`src/rtl/tick_scheduler_if.sv`:
```
// ----------------------------------------------------------------------------
// tick_scheduler_if
// Control and timebase bundle for the game-speed tick scheduler.
//   start, pause, crash : game control inputs to the scheduler
//   tick                : one-clk pulse per period
//   m                   : square wave toggling on every tick
//   level               : current speed level
//   cur_period          : period in force for the current interval
//   running, game_over  : state indications (RUN / OVER)
// master = the side driving the game controls, slave = the scheduler.
// ----------------------------------------------------------------------------
interface tick_scheduler_if;
    logic        start;
    logic        pause;
    logic        crash;
    logic        tick;
    logic        m;
    logic [3:0]  level;
    logic [31:0] cur_period;
    logic        running;
    logic        game_over;

    modport master (
        output start, pause, crash,
        input  tick, m, level, cur_period, running, game_over
    );

    modport slave (
        input  start, pause, crash,
        output tick, m, level, cur_period, running, game_over
    );
endinterface

```
`src/rtl/tick_scheduler.sv`:
```
// ----------------------------------------------------------------------------
// tick_scheduler
// Game-speed timebase: a programmable divider whose period shrinks by STEP
// every TICKS_PER_LEVEL ticks (floored at MIN_PERIOD, level saturating at
// MAX_LEVEL), wrapped in an IDLE / RUN / PAUSED / OVER game state machine.
// Ports:
//   clk  : system clock
//   rst  : synchronous active-high reset, overrides everything
//   bus  : tick_scheduler_if.slave (start/pause/crash in; tick, m, level,
//          cur_period, running, game_over out -- all outputs registered)
// ----------------------------------------------------------------------------
module tick_scheduler #(
    parameter logic [31:0] BASE_PERIOD     = 32'd15000000,
    parameter logic [31:0] STEP            = 32'd1000000,
    parameter logic [31:0] MIN_PERIOD      = 32'd3000000,
    parameter logic [7:0]  TICKS_PER_LEVEL = 8'd64,
    parameter logic [3:0]  MAX_LEVEL       = 4'd12
) (
    input  logic              clk,
    input  logic              rst,
    tick_scheduler_if.slave   bus
);

    typedef enum logic [1:0] {
        ST_IDLE   = 2'd0,
        ST_RUN    = 2'd1,
        ST_PAUSED = 2'd2,
        ST_OVER   = 2'd3
    } state_t;

    state_t      state_r;
    logic [31:0] cnt_r;
    logic [7:0]  tick_cnt_r;
    logic [3:0]  level_r;
    logic [31:0] cur_period_r;
    logic        tick_r;
    logic        m_r;
    logic        running_r;
    logic        game_over_r;

    logic        terminal_s;
    logic        level_end_s;
    logic [3:0]  level_next_s;
    logic [31:0] period_next_s;

    // Period for a given level. The product is formed at 36 bits so that a
    // level*STEP larger than BASE_PERIOD clamps to the floor instead of
    // wrapping around to a huge period.
    function automatic logic [31:0] period_f(input logic [3:0] lvl);
        logic [35:0] prod;
        logic [31:0] diff;
        prod = 36'(lvl) * 36'(STEP);
        diff = 32'd0;
        if (prod > {4'd0, BASE_PERIOD}) begin
            period_f = MIN_PERIOD;
        end else begin
            diff = BASE_PERIOD - prod[31:0];
            if (diff < MIN_PERIOD) begin
                period_f = MIN_PERIOD;
            end else begin
                period_f = diff;
            end
        end
    endfunction

    // Terminal-count and level-advance decode, plus the period the next level
    // will use so it can be loaded on the same edge the level changes.
    always_comb begin
        terminal_s    = (cnt_r == (cur_period_r - 32'd1));
        level_end_s   = (tick_cnt_r == (TICKS_PER_LEVEL - 8'd1));
        level_next_s  = level_r;
        if (level_r < MAX_LEVEL) begin
            level_next_s = level_r + 4'd1;
        end else begin
            level_next_s = level_r;
        end
        period_next_s = period_f(level_next_s);
    end

    // Game state machine with the divider, level sequencer and registered outputs.
    always_ff @(posedge clk) begin
        if (rst) begin
            state_r      <= ST_IDLE;
            cnt_r        <= 32'd0;
            tick_cnt_r   <= 8'd0;
            level_r      <= 4'd0;
            cur_period_r <= BASE_PERIOD;
            tick_r       <= 1'b0;
            m_r          <= 1'b0;
            running_r    <= 1'b0;
            game_over_r  <= 1'b0;
        end else begin
            // tick only ever rises for the single cycle after a terminal count
            tick_r <= 1'b0;
            case (state_r)
                ST_IDLE: begin
                    cnt_r <= 32'd0;
                    if (bus.start) begin
                        state_r      <= ST_RUN;
                        tick_cnt_r   <= 8'd0;
                        level_r      <= 4'd0;
                        cur_period_r <= BASE_PERIOD;
                        running_r    <= 1'b1;
                        game_over_r  <= 1'b0;
                    end else begin
                        running_r    <= 1'b0;
                        game_over_r  <= 1'b0;
                    end
                end
                ST_RUN: begin
                    // crash beats pause beats terminal count; leaving RUN
                    // freezes cnt and suppresses any tick on that edge
                    if (bus.crash) begin
                        state_r     <= ST_OVER;
                        running_r   <= 1'b0;
                        game_over_r <= 1'b1;
                    end else if (bus.pause) begin
                        state_r     <= ST_PAUSED;
                        running_r   <= 1'b0;
                    end else if (terminal_s) begin
                        cnt_r  <= 32'd0;
                        tick_r <= 1'b1;
                        m_r    <= ~m_r;
                        if (level_end_s) begin
                            tick_cnt_r   <= 8'd0;
                            level_r      <= level_next_s;
                            cur_period_r <= period_next_s;
                        end else begin
                            tick_cnt_r   <= tick_cnt_r + 8'd1;
                        end
                    end else begin
                        cnt_r <= cnt_r + 32'd1;
                    end
                end
                ST_PAUSED: begin
                    if (bus.crash) begin
                        state_r     <= ST_OVER;
                        game_over_r <= 1'b1;
                    end else if (!bus.pause) begin
                        state_r   <= ST_RUN;
                        running_r <= 1'b1;
                    end else begin
                        state_r <= ST_PAUSED;
                    end
                end
                ST_OVER: begin
                    // final level stays visible until the next start
                    if (bus.start) begin
                        state_r      <= ST_RUN;
                        cnt_r        <= 32'd0;
                        tick_cnt_r   <= 8'd0;
                        level_r      <= 4'd0;
                        cur_period_r <= BASE_PERIOD;
                        running_r    <= 1'b1;
                        game_over_r  <= 1'b0;
                    end else begin
                        state_r <= ST_OVER;
                    end
                end
                default: begin
                    state_r     <= ST_IDLE;
                    running_r   <= 1'b0;
                    game_over_r <= 1'b0;
                end
            endcase
        end
    end

    assign bus.tick       = tick_r;
    assign bus.m          = m_r;
    assign bus.level      = level_r;
    assign bus.cur_period = cur_period_r;
    assign bus.running    = running_r;
    assign bus.game_over  = game_over_r;

endmodule

```
`src/flat_wrapper.sv`:
```
// flat-port wrapper written by rule: the top's interface ports become plain ports
module tick_scheduler_flat 
#(
    parameter logic [31:0] BASE_PERIOD     = 32'd15000000,
    parameter logic [31:0] STEP            = 32'd1000000,
    parameter logic [31:0] MIN_PERIOD      = 32'd3000000,
    parameter logic [7:0]  TICKS_PER_LEVEL = 8'd64,
    parameter logic [3:0]  MAX_LEVEL       = 4'd12
)
  (clk, rst, bus_start, bus_pause, bus_crash, bus_tick, bus_m, bus_level, bus_cur_period, bus_running, bus_game_over);
  tick_scheduler_if bus_i ();
  input  logic clk;
  input  logic rst;
  input wire logic [$bits(bus_i.start)-1:0] bus_start;
  input wire logic [$bits(bus_i.pause)-1:0] bus_pause;
  input wire logic [$bits(bus_i.crash)-1:0] bus_crash;
  output wire logic [$bits(bus_i.tick)-1:0] bus_tick;
  output wire logic [$bits(bus_i.m)-1:0] bus_m;
  output wire logic [$bits(bus_i.level)-1:0] bus_level;
  output wire logic [$bits(bus_i.cur_period)-1:0] bus_cur_period;
  output wire logic [$bits(bus_i.running)-1:0] bus_running;
  output wire logic [$bits(bus_i.game_over)-1:0] bus_game_over;
  assign bus_i.start = bus_start;
  assign bus_i.pause = bus_pause;
  assign bus_i.crash = bus_crash;
  assign bus_tick = bus_i.tick;
  assign bus_m = bus_i.m;
  assign bus_level = bus_i.level;
  assign bus_cur_period = bus_i.cur_period;
  assign bus_running = bus_i.running;
  assign bus_game_over = bus_i.game_over;
  tick_scheduler #(.BASE_PERIOD(BASE_PERIOD), .STEP(STEP), .MIN_PERIOD(MIN_PERIOD), .TICKS_PER_LEVEL(TICKS_PER_LEVEL), .MAX_LEVEL(MAX_LEVEL)) u_core (.clk(clk), .rst(rst), .bus(bus_i));
endmodule
```
`config.mk`:
```
export PLATFORM = sky130hd
export DESIGN_NAME = tick_scheduler_flat
export DESIGN_NICKNAME = d
export VERILOG_FILES = /design/src/rtl/tick_scheduler_if.sv /design/src/rtl/tick_scheduler.sv /design/src/flat_wrapper.sv
export SDC_FILE = /design/constraint.sdc
export NUM_CORES = 1
export LEC_CHECK = 0
export CAP_MARGIN = 20
export CORE_ASPECT_RATIO = 0.8
export CORE_MARGIN = 1
export CORE_UTILIZATION = 59
export DETAILED_ROUTE_END_ITERATION = 12
export GPL_TIMING_DRIVEN = 1
export PLACE_DENSITY_LB_ADDON = 0.2
export SLEW_MARGIN = 20
export SYNTH_ARGS = -nofsm -noshare
export SYNTH_HDL_FRONTEND = slang
export SYNTH_SLANG_ARGS = --single-unit
```
`constraint.sdc`:
```
create_clock -name clk -period 5.85 [get_ports clk]
set_clock_uncertainty 0.05 [all_clocks]
set_input_delay 0.8775 -clock clk [delete_from_list [all_inputs] [get_ports clk]]
set_output_delay 0.8775 -clock clk [all_outputs]
set_load 0.01 [all_outputs]
```
==> metrics.cfg <==
[sta]
rsz0062_at_grt = no
final-setup-viol-count = 0
fmax_mhz = 185
timing.hold.ws_ns = 0.440
post-route-period-util_pct = 92.6
tightestPinTransition_ns = 0.990
fin_tns_setup_ns = 0
hold_viol_final = 0
min_period_ns = 5.42
drv_slew = 0
maxSlewHeadroom_pct = 33.8

[grt]
grt_pass1_wl_mm = 23.2
antenna_found_initial = 0
grt_pass1_vias = 4652
grt_overflow = 0
grtUsageTotal_pct = 32.1
grt_max_degree = 32

[die]
rows = 30
die_area_mm2 = 0.00907
fp.dieW_um = 106
floorplan.initialDensity_pct = 60.7
fp.coreArea_mm2 = 0.00845
ioPinCount = 45
die_h_um = 85.4

[finish]
layout.nets = 699
syn_to_final_growth_pct = 11.1
antenna_cells = 0
drive_gt1_share_pct = 5.24
fillers = 731

[detailed_routing]
vias = 4927
routedWlPerCell_um = 17.9
wl_mm = 13.9
drtIter0Drc = 465
first_pass_iters = 4
drcViolationCount = 0
ant_nets = 0
vias_per_cell = 6.32

[synth]
synth.most_common_cell = nor2_1
synth_edf_count = 0
yosysTopAreaCellShare_pct = 26.9
synth_common_cells = nor2_1 (78), dfxtp_1 (69), nand2_1 (41)
syn_area_mm2 = 0.00513
ys_warn_count = 0
yosysUniqueCellTypes = 71
synth.avg_cell_area_um2 = 8.00
synth-seq-cells = 69
syn-instance-count = 641
yosysTopAreaCell = dfxtp_1
async_flop_share_pct = 0
synth_area_leaders = dfxtp_1 (27%), xnor2_1 (6.8%), ha_1 (6.3%), nor2_1 (5.7%), xor2_1 (4.1%)
ys_seq_area_share_pct = 26.9
synthFlopType = dfxtp_1

[setup_path]
crit_required_ns = 6.05
endpoint_kind = flip-flop
rr_worst_depth = 16
cp-start-kind = flip-flop
cp_max_fo = 9
path_class = flip-flop to flip-flop
crit_arrival_ns = 5.62

[hold_path]
hold_path.class = flip-flop to flip-flop
holdPathStages = 2

[job]
maxCapViolations = 0

[power]
switching_share_pct = 40.9
peakVddDrop_mv = 0.203
power.leakage_nw = 2.10
power_switching_mw = 0.700
seq_power_share_pct = 34.7
power_density_mw_per_mm2 = 300
internal_power_mw = 1.01
p_clk_share_pct = 23.1
combPwrFrac_pct = 42.2

[cts]
cts_tree = built
numCtsBuffers = 9
clkTransAtPathRegs_ns = 0.08
clockRootBuffer = clkbuf_8
clock_path_buffers = 2
hold_buffers = 0
post_cts_resized = 0
h-tree-depth = 3
clkSinkCount = 69
post_cts_buffers = 0
insertion_delay_ns = 0.36

[place]
io_buffers = 38
finalWeightedCongestion = 0.913
dp_hpwl_mm = 10.5

[status]
status = finished, final reports clean

[flip-flops by register name, summed over array words and instances (netlist names)]
register               count
u_core.bus.m               1
u_core.state_r             2
u_core.cnt_r              32
u_core.bus.tick            1
u_core.tick_cnt_r          8
u_core.bus.cur_period     19
u_core.bus.game_over       1
u_core.bus.running         1
u_core.bus.level           4
[cells in the final DEF, fill, tap and decap left out, types with 12 or more instances in the layout]
master | Yosys | final
a21oi_1 | 27 | 27
ha_1 | 26 | 26
dfxtp_1 | 69 | 69
nor3_1 | 22 | 22
clkdlybuf4s50_1 | 0 | 38
nand2_1 | 41 | 41
nand4_1 | 15 | 15
inv_1 | 34 | 34
xnor2_1 | 40 | 40
nand3_1 | 30 | 30
xor2_1 | 24 | 24
nor2_1 | 78 | 78
or3_1 | 12 | 12
o21ai_0 | 22 | 21
[per-stage QoR]
stage / setup slack, ns / cell area (um2) / std cells / util, % / total power, mW
floorplan: 0.738 / 5150 / 646 / - / 1.08
global placement: 0.710 / 5510 / 764 / 65.2 / 1.29
detailed placement: 0.513 / 5510 / 764 / 65.2 / 1.30
CTS: 0.473 / 5700 / 780 / 67.5 / 1.70
global route: 0.0879 / 5700 / 780 / 67.5 / 1.81
finish: 0.433 / 5700 / 780 / 67.5 / 1.71
[power by group through the flow]
stage | Clock [mW] | Combinational (mW) | Sequential, mW
after floorplan | 0 | 0.505 | 0.578
after global placement | 0 | 0.688 | 0.597
after detailed placement | 0 | 0.703 | 0.600
after CTS | 0.401 | 0.709 | 0.590
after global routing | 0.419 | 0.790 | 0.600
final | 0.395 | 0.722 | 0.594
[cells by family after synthesis]
| family | Yosys count | share of synthesized area, % |
|---|---|---|
| buf+inv | 71 | 6.46 |
| simple gates | 272 | 28.0 |
| other cells | 1 | 0.0731 |
| mux | 8 | 1.56 |
| compound gates | 124 | 17.3 |
| flops | 69 | 26.9 |
| fa+ha+maj | 31 | 8.29 |
| xor+xnor | 65 | 11.4 |
[path summary, 6_finish.rpt]
kind | startpoint | endpoint | slack, ns
worst min register to register | u_core.cnt_r[1] | u_core.cnt_r[1] | 0.44
worst max-delay path | u_core.bus.level[0] | u_core.bus.cur_period[14] | 0.43
worst min-delay path | u_core.cnt_r[1] | u_core.cnt_r[1] | 0.44
worst max register to register | u_core.bus.level[0] | u_core.bus.cur_period[14] | 0.43
[layer usage]
| metal | routed length (um) | vias up | GRT usage, % | part of all wire [%] |
|---|---|---|---|---|
| met2 | 5940 | 203 | 48.6 | 43 |
| met3 | 1230 | 24 | 9.22 | 8.8 |
| met5 | 0 | - | 0 | 0 |
| li1 | - | 2328 | - | - |
| met1 | 6530 | 2372 | 44.2 | 47 |
| met4 | 223 | 0 | 9.60 | 1.6 |
[area by class of cell]
type / count / area, um2 / area share (%)
Sequential cell: 69 / 1380 / 24.2
Inverter: 34 / 128 / 2.24
Multi-Input combinational cell: 506 / 3440 / 60.4
Timing Repair Buffer: 43 / 418 / 7.33
Clock inverter: 4 / 47.5 / 0.834
Tap cell: 112 / 140 / 2.46
Clock buffer: 12 / 145 / 2.55
[critical path: stages (launching register included)]
cell,delay [ns]
dfxtp_1,0.52
ha_1,0.29
a21boi_0,0.15
or2_2,0.43
fa_1,0.54
inv_1,0.07
fa_1,0.53
inv_1,0.04
ha_1,0.35
nand2b_1,0.10
a21oi_1,0.12
xnor2_1,0.51
xnor3_1,0.42
o21bai_1,0.19
nand4_1,0.25
or4_4,0.55
o32a_1,0.20
No activity file was read; power rests on OpenSTA's default activity.
